==> src/rtl/imem_loader_pkg.sv <==
// Shared definitions for the instruction-memory loader: loader FSM encoding
// and the word/byte widths also used by the IMEM and PC modules.
package imem_loader_pkg;

  localparam int WORD_W = 32;
  localparam int BYTE_W = 8;

  typedef enum logic [1:0] {
    IDLE  = 2'd0,
    RECV  = 2'd1,
    WRITE = 2'd2,
    DONE  = 2'd3
  } state_e;

endpackage

==> src/rtl/imem_loader_byte_assembler.sv <==
// Collects four bytes, most significant byte first, into one 32-bit word.
// word_full_o flags the accept that completes the word.
module imem_loader_byte_assembler
  import imem_loader_pkg::*;
(
  input  logic              clk,
  input  logic              reset,
  input  logic              accept_i,
  input  logic              clear_i,
  input  logic [BYTE_W-1:0] byte_i,
  output logic [WORD_W-1:0] word_o,
  output logic              word_full_o
);

  logic [1:0]        idx_q, idx_d;
  logic [WORD_W-1:0] word_q, word_d;

  // The index wraps to 0 after byte 3, so the next word starts without a bubble.
  always_comb begin
    idx_d  = idx_q;
    word_d = word_q;
    if (clear_i) begin
      idx_d = 2'd0;
    end else if (accept_i) begin
      idx_d = idx_q + 2'd1;
      case (idx_q)
        2'd0:    word_d[31:24] = byte_i;
        2'd1:    word_d[23:16] = byte_i;
        2'd2:    word_d[15:8]  = byte_i;
        default: word_d[7:0]   = byte_i;
      endcase
    end
  end

  always_ff @(posedge clk or negedge reset) begin
    if (!reset) begin
      idx_q  <= 2'd0;
      word_q <= '0;
    end else begin
      idx_q  <= idx_d;
      word_q <= word_d;
    end
  end

  assign word_o      = word_q;
  assign word_full_o = accept_i && (idx_q == 2'd3);

endmodule

==> src/rtl/imem_loader.sv <==
// Program loader: assembles a byte stream into instructions, writes them to
// consecutive IMEM words and holds the CPU in reset until the load completes.
module imem_loader
  import imem_loader_pkg::*;
#(
  parameter int ADDR_W = 8
) (
  input  logic              clk,
  input  logic              reset,
  input  logic              start,
  input  logic [ADDR_W-1:0] base_addr,
  input  logic [ADDR_W:0]   word_count,
  input  logic              abort,
  input  logic              in_valid,
  input  logic [BYTE_W-1:0] in_data,
  output logic              in_ready,
  output logic              wr_en,
  output logic [ADDR_W-1:0] wr_addr,
  output logic [WORD_W-1:0] wr_data,
  output logic              busy,
  output logic              done,
  output logic              cpu_hold,
  output logic [WORD_W-1:0] checksum
);

  localparam logic [ADDR_W:0] DEPTH_W = {1'b1, {ADDR_W{1'b0}}};

  state_e            state_q, state_d;
  logic [ADDR_W-1:0] base_q, base_d;
  logic [ADDR_W:0]   count_q, count_d;
  logic [ADDR_W:0]   cnt_q, cnt_d;
  logic [WORD_W-1:0] csum_q, csum_d;
  logic              hold_q, hold_d;

  logic [ADDR_W:0]   clampedCount;
  logic              asmAccept;
  logic              asmClear;
  logic              wordFull;
  logic [WORD_W-1:0] asmWord;

  assign clampedCount = (word_count > DEPTH_W) ? DEPTH_W : word_count;
  assign in_ready     = (state_q == RECV);
  assign asmAccept    = in_valid && in_ready;
  // A fresh start or an abort drops any partially assembled word.
  assign asmClear     = ((state_q == IDLE) && start && !abort) ||
                        (abort && ((state_q == RECV) || (state_q == WRITE)));

  imem_loader_byte_assembler u_asm (
    .clk        (clk),
    .reset      (reset),
    .accept_i   (asmAccept),
    .clear_i    (asmClear),
    .byte_i     (in_data),
    .word_o     (asmWord),
    .word_full_o(wordFull)
  );

  always_comb begin
    state_d = state_q;
    base_d  = base_q;
    count_d = count_q;
    cnt_d   = cnt_q;
    csum_d  = csum_q;
    hold_d  = hold_q;
    wr_en   = 1'b0;
    done    = 1'b0;
    case (state_q)
      IDLE: begin
        if (start && !abort) begin
          base_d  = base_addr;
          count_d = clampedCount;
          cnt_d   = '0;
          csum_d  = '0;
          hold_d  = 1'b1;
          state_d = (clampedCount == '0) ? DONE : RECV;
        end
      end
      RECV: begin
        if (abort) begin
          state_d = IDLE;
        end else if (wordFull) begin
          state_d = WRITE;
        end
      end
      WRITE: begin
        // The write completes even when an abort lands on this cycle.
        wr_en  = 1'b1;
        csum_d = csum_q + asmWord;
        cnt_d  = cnt_q + 1'b1;
        if (abort) begin
          state_d = IDLE;
        end else if (cnt_d == count_q) begin
          state_d = DONE;
        end else begin
          state_d = RECV;
        end
      end
      DONE: begin
        done    = 1'b1;
        hold_d  = 1'b0;
        state_d = IDLE;
      end
      default: state_d = IDLE;
    endcase
  end

  always_ff @(posedge clk or negedge reset) begin
    if (!reset) begin
      state_q <= IDLE;
      base_q  <= '0;
      count_q <= '0;
      cnt_q   <= '0;
      csum_q  <= '0;
      hold_q  <= 1'b1;
    end else begin
      state_q <= state_d;
      base_q  <= base_d;
      count_q <= count_d;
      cnt_q   <= cnt_d;
      csum_q  <= csum_d;
      hold_q  <= hold_d;
    end
  end

  // Release the CPU in the same cycle as the done pulse.
  assign cpu_hold = hold_q && (state_q != DONE);
  assign busy     = (state_q != IDLE);
  assign wr_addr  = base_q + cnt_q[ADDR_W-1:0];
  assign wr_data  = asmWord;
  assign checksum = csum_q;

endmodule

==> config.mk <==
export PLATFORM = sky130hd
export DESIGN_NAME = imem_loader
export DESIGN_NICKNAME = d
export VERILOG_FILES = /design/src/rtl/imem_loader_pkg.sv /design/src/rtl/imem_loader_byte_assembler.sv /design/src/rtl/imem_loader.sv
export SDC_FILE = /design/constraint.sdc
export NUM_CORES = 1
export LEC_CHECK = 0
export CORE_MARGIN = 10
export CORE_UTILIZATION = 50
export CTS_BUF_LIST = sky130_fd_sc_hd__clkbuf_8
export CTS_CLUSTER_DIAMETER = 150
export DETAILED_ROUTE_END_ITERATION = 8
export PLACE_DENSITY = 0.91
export SLEW_MARGIN = 20
export SYNTH_ARGS = -nofsm -noshare
export SYNTH_HDL_FRONTEND = slang
export SYNTH_SLANG_ARGS = --single-unit
==> constraint.sdc <==
create_clock -name clk -period 2.8 [get_ports clk]
set_input_delay 0.56 -clock clk [delete_from_list [all_inputs] [get_ports clk]]
set_output_delay 0.56 -clock clk [all_outputs]
set_load 0.02 [all_outputs]
==> out/summary.txt <==
SYNTH
---------------------------------------------------------------------------------
Number of instances in the synthesized netlist                                600
Avg Cell Area, Syn                                                      9.972 um2
Async set-or-reset flop fraction in the synthesized netlist                100.0%
Sequential-to-total area share from yosys stat                             39.75%
Netlist cell types                                                             66
Area of the mapped netlist                                               5983 um2
Flip-flop and latch count after synthesis                                      95
Number of synthesis warnings                                                    0
Number of enable flip-flop cells after synthesis                                0
Top flip-flop cell by instance count after synthesis                      dfrtp_1
Net Count, Synth                                                              681

DETAILED ROUTING
---------------------------------------------------------------------------------
Number of iterations in the first detailed-routing pass                         5
DR vias                                                                     5,324
Count of antenna-violating nets left after detailed routing                     0
Final routed DRC violation total                                                0
Total wire length                                                        17.54 mm
Number of DRC markers after the initial detailed-route iteration              414
Drt via density                                                             5.883
Per-cell routed wire length                                              19.39 um

TIMING
---------------------------------------------------------------------------------
Final setup violation count                                                     3
Slew Viols, Final                                                               0
Unrepaired setup endpoints after global routing                              true
Remaining max-slew budget at the tightest pin                              56.47%
Final worst setup slack                                               -0.03351 ns
Final setup skew                                                       0.01130 ns
Max frequency                                                           352.9 MHz
Fin. Hold Viols                                                                 0
Post-route minimum period                                                2.834 ns
Tcrit/Tclk final                                                           101.2%
WHS                                                                     0.1925 ns
Slew at the pin with the worst max-slew slack                           0.6529 ns

PLACE
---------------------------------------------------------------------------------
Half-perimeter wire length of the detailed placement result              13.16 mm
Gp weighted congestion                                                     0.9104
PortBufs                                                                      106
Cell count after placement                                                    881
Pre-CTS setup slack                                                   -0.08897 ns

SETUP PATH
---------------------------------------------------------------------------------
Reg2reg start                                                        u_asm.word_o[0]
Data arrival, critical path                                               3.11 ns
Kind of cell with the highest combined delay on the critical path    simple AND/OR/NAND/NOR gates
Setup Crit Path Kind                                                      reg2reg
CP Max Fanout                                                                   3
Worst-path cell chain                                                ha_2 -> inv_2 -> fa_2 -> nor2b_4 -> o31ai_4 -> a221oi_2 -> or4_4 -> nand2_4 -> o211ai_4 -> a21oi_4 -> mux2i_1 -> or3b_1
Startpoint class of the critical path                                    register
Data required time at the worst endpoint                                  3.08 ns
Worst R2R Path Depth                                                           12
Worst setup slack for register-to-register paths                         -0.03 ns
CP Buf/Inv Count                                                                1
Kind of end point of the critical path                                   register
Capture point of the worst reg-to-reg path                           checksum[28]
Critical-path top delay cell                                                or4_4
Stage delay of the slowest cell on the critical path                      0.59 ns

FLOORPLAN
---------------------------------------------------------------------------------
Die extent in x                                                          129.4 um
Boundary pin count                                                            107
Die area                                                               16,740 um2
Chip Height                                                              129.4 um
Number of cell rows                                                            39
Starting density of the core                                               51.74%
Placeable core region                                                  11,560 um2

LAYOUT
---------------------------------------------------------------------------------
Area Overhead vs Synth                                                     31.41%
Commonest non-fill, non-tap cell in the layout                       clkdlybuf4s50_1
Final design utilization                                                   67.99%
Final Instance Count excl. Fillers                                            905
Commonest non-fill, non-tap cells in the layout                      clkdlybuf4s50_1, dfrtp_1, nand2_1
Layout cells sized above 1                                                 21.26%
Final nets                                                                    838
Number of fill cells                                                          885
Count of antenna diodes in the layout                                           0

STATUS
---------------------------------------------------------------------------------
Violated checks                                                      setup timing
Status                                                               finished with violations

CLOCKING
---------------------------------------------------------------------------------
Bufs on Longest Clock Path                                                      2
Hold-fix buffers at CTS                                                         0
# clock sinks                                                                  95
H-Tree Level Count                                                              3
Register clock-pin slew on the reported worst setup and hold paths        0.10 ns
Cell at the root of the clock tree                                       clkbuf_8
Skew-Pair Late Insertion Delay                                            0.40 ns
TritonCTS buffer count                                                          9
TritonCTS clock tree                                                         done

POWER
---------------------------------------------------------------------------------
Worst supply voltage drop on vdd                                        0.5377 mV
Total leakage power                                                      3.646 nW
Sequential share of power                                                   26.3%
P_sw                                                                     4.042 mW
Power per standard cell area                                          1160 nW/um2
Logic gate share of total power                                             62.2%
Internal power of the cells                                              5.080 mW
Clock network fraction of total power                                       11.5%
Final Power                                                              9.122 mW
Switching fraction of total power                                          44.31%

GLOBAL ROUTING
---------------------------------------------------------------------------------
First-pass GRT wire length                                               28.17 mm
Remaining global-route overflow                                                 0
Met2 demand-to-capacity share in global routing                            36.47%
Number of antenna violations at the first check in global routing               0
Via count of the first global-routing pass                                  5,625
Met1 capacity usage during global routing                                  23.45%
Maximum number of pins on one net before global-route repair                   48
Met3 usage in global routing                                               4.568%
Gr busiest metal                                                             met2
Global-route usage over all layers                                         20.98%

FLOW RUN
---------------------------------------------------------------------------------
Max-capacitance violation count                                                 0

HOLD PATH
---------------------------------------------------------------------------------
Kind of path behind the tightest hold check                              in2async

-- layout make-up --
type	instances	area, um2	area share (%)
Sequential cell	95	2380	30.27
Clock inverter	6	83.83	1.066
Inverter	25	93.84	1.194
Tap cell	143	178.9	2.276
Clock buffer	10	137.6	1.750
Timing Repair Buffer	161	1466	18.65
Multi-Input combinational cell	465	3522	44.80
-- power groups by stage --
stage	Combinational [mW]	Sequential (mW)	Clock [mW]
2_1_floorplan	2.97	2.76	0
3_3_place_gp	5.27	2.36	0
3_5_place_dp	5.50	2.41	0
4_1_cts	5.54	2.38	1.06
5_1_grt	6.19	2.46	1.10
6_report	5.67	2.40	1.05
-- metrics by stage --
| step | TNS [ns] | cell area [um2] |
|---|---|---|
| 2_1_floorplan | 0 | 5983 |
| 3_3_place_gp | -0.03797 | 7483 |
| 3_5_place_dp | -0.1743 | 7483 |
| 4_1_cts | -0.01074 | 7730 |
| 5_1_grt | -0.5280 | 7863 |
| 6_report | -0.06193 | 7863 |
-- cell usage after synthesis, types with 2 or more instances --
cell	count	area share, %
and3_1	7	0.73
nand4_1	2	0.21
a21o_1	10	1.3
nor3_1	6	0.50
clkbuf_1	12	0.75
and2_1	2	0.21
a221o_1	2	0.33
nor2b_1	4	0.42
o211ai_1	7	0.88
o21a_1	4	0.50
a21oi_1	41	3.4
a22o_1	3	0.44
o21ai_0	58	4.9
o21bai_1	8	1.0
a31oi_1	5	0.52
a211oi_1	5	0.63
nand3_1	15	1.3
mux2_2	42	7.9
o31ai_1	8	1.0
xnor2_1	22	3.2
dfrtp_1	94	39
xor2_1	18	2.6
nand2_1	65	4.1
ha_1	49	10
inv_1	25	1.6
and3_2	3	0.38
mux2i_1	2	0.33
nor4b_1	2	0.29
a32o_1	4	0.67
nand2b_1	11	1.2
fa_1	2	0.67
nor2_1	27	1.7
a211o_1	2	0.29
-- cells by family after synthesis --
kind of cell	count (synthesis)	share of synthesized area [%]
adder cells (fa/ha/maj)	51	10.92
flip-flops	95	39.75
XOR/XNOR	40	5.855
multiplexers	44	8.239
AND/OR/NAND/NOR	153	12.30
AO/OA/AOI/OAI	177	19.66
buffers and inverters	40	3.283
-- worst register-to-register path: cells and delay by family (launching register included) --
| kind | cells | cell delay [ns] |
|---|---|---|
| compound gates | 4 | 0.65 |
| fa+ha+maj | 2 | 0.42 |
| buf+inv | 1 | 0.06 |
| flops | 1 | 0.41 |
| mux | 1 | 0.09 |
| simple gates | 4 | 1.08 |
-- registers in the layout (all words and copies together), names as in the netlist --
signal	count
hold_q	1
state_q	2
checksum	32
count_q	9
cnt_q	9
u_asm.word_o	32
base_q	8
u_asm.idx_q	2
-- worst max path at each step --
stage / from / end / slack [ns] / depth (start not counted)
6_report: u_asm.word_o[0] / checksum[28] / -0.03 / 12
5_1_grt: u_asm.word_o[0] / checksum[24] / -0.16 / 12
4_1_cts: u_asm.word_o[0] / checksum[28] / -0.007 / 12
3_5_place_dp: base_q[1] / wr_addr[7] / -0.09 / 9
3_3_place_gp: base_q[1] / wr_addr[7] / -0.04 / 9
2_1_floorplan: u_asm.word_o[0] / checksum[28] / 0.006 / 12
-- repair_timing --
| action | CTS | global route |
|---|---|---|
| setup endpoints to repair | 10 | 15 |
| setup buffers | 2 | 6 |
| pin swaps | 7 | 23 |
| resized for setup | 27 | 24 |
-- routing by layer --
metal / up-vias / routed length (um)
li1: 2482 / -
met1: 2596 / 6932
met2: 201 / 8865
met3: 45 / 1115
met4: 0 / 631
met5: - / 0
No activity file was read; power rests on OpenSTA's default activity.
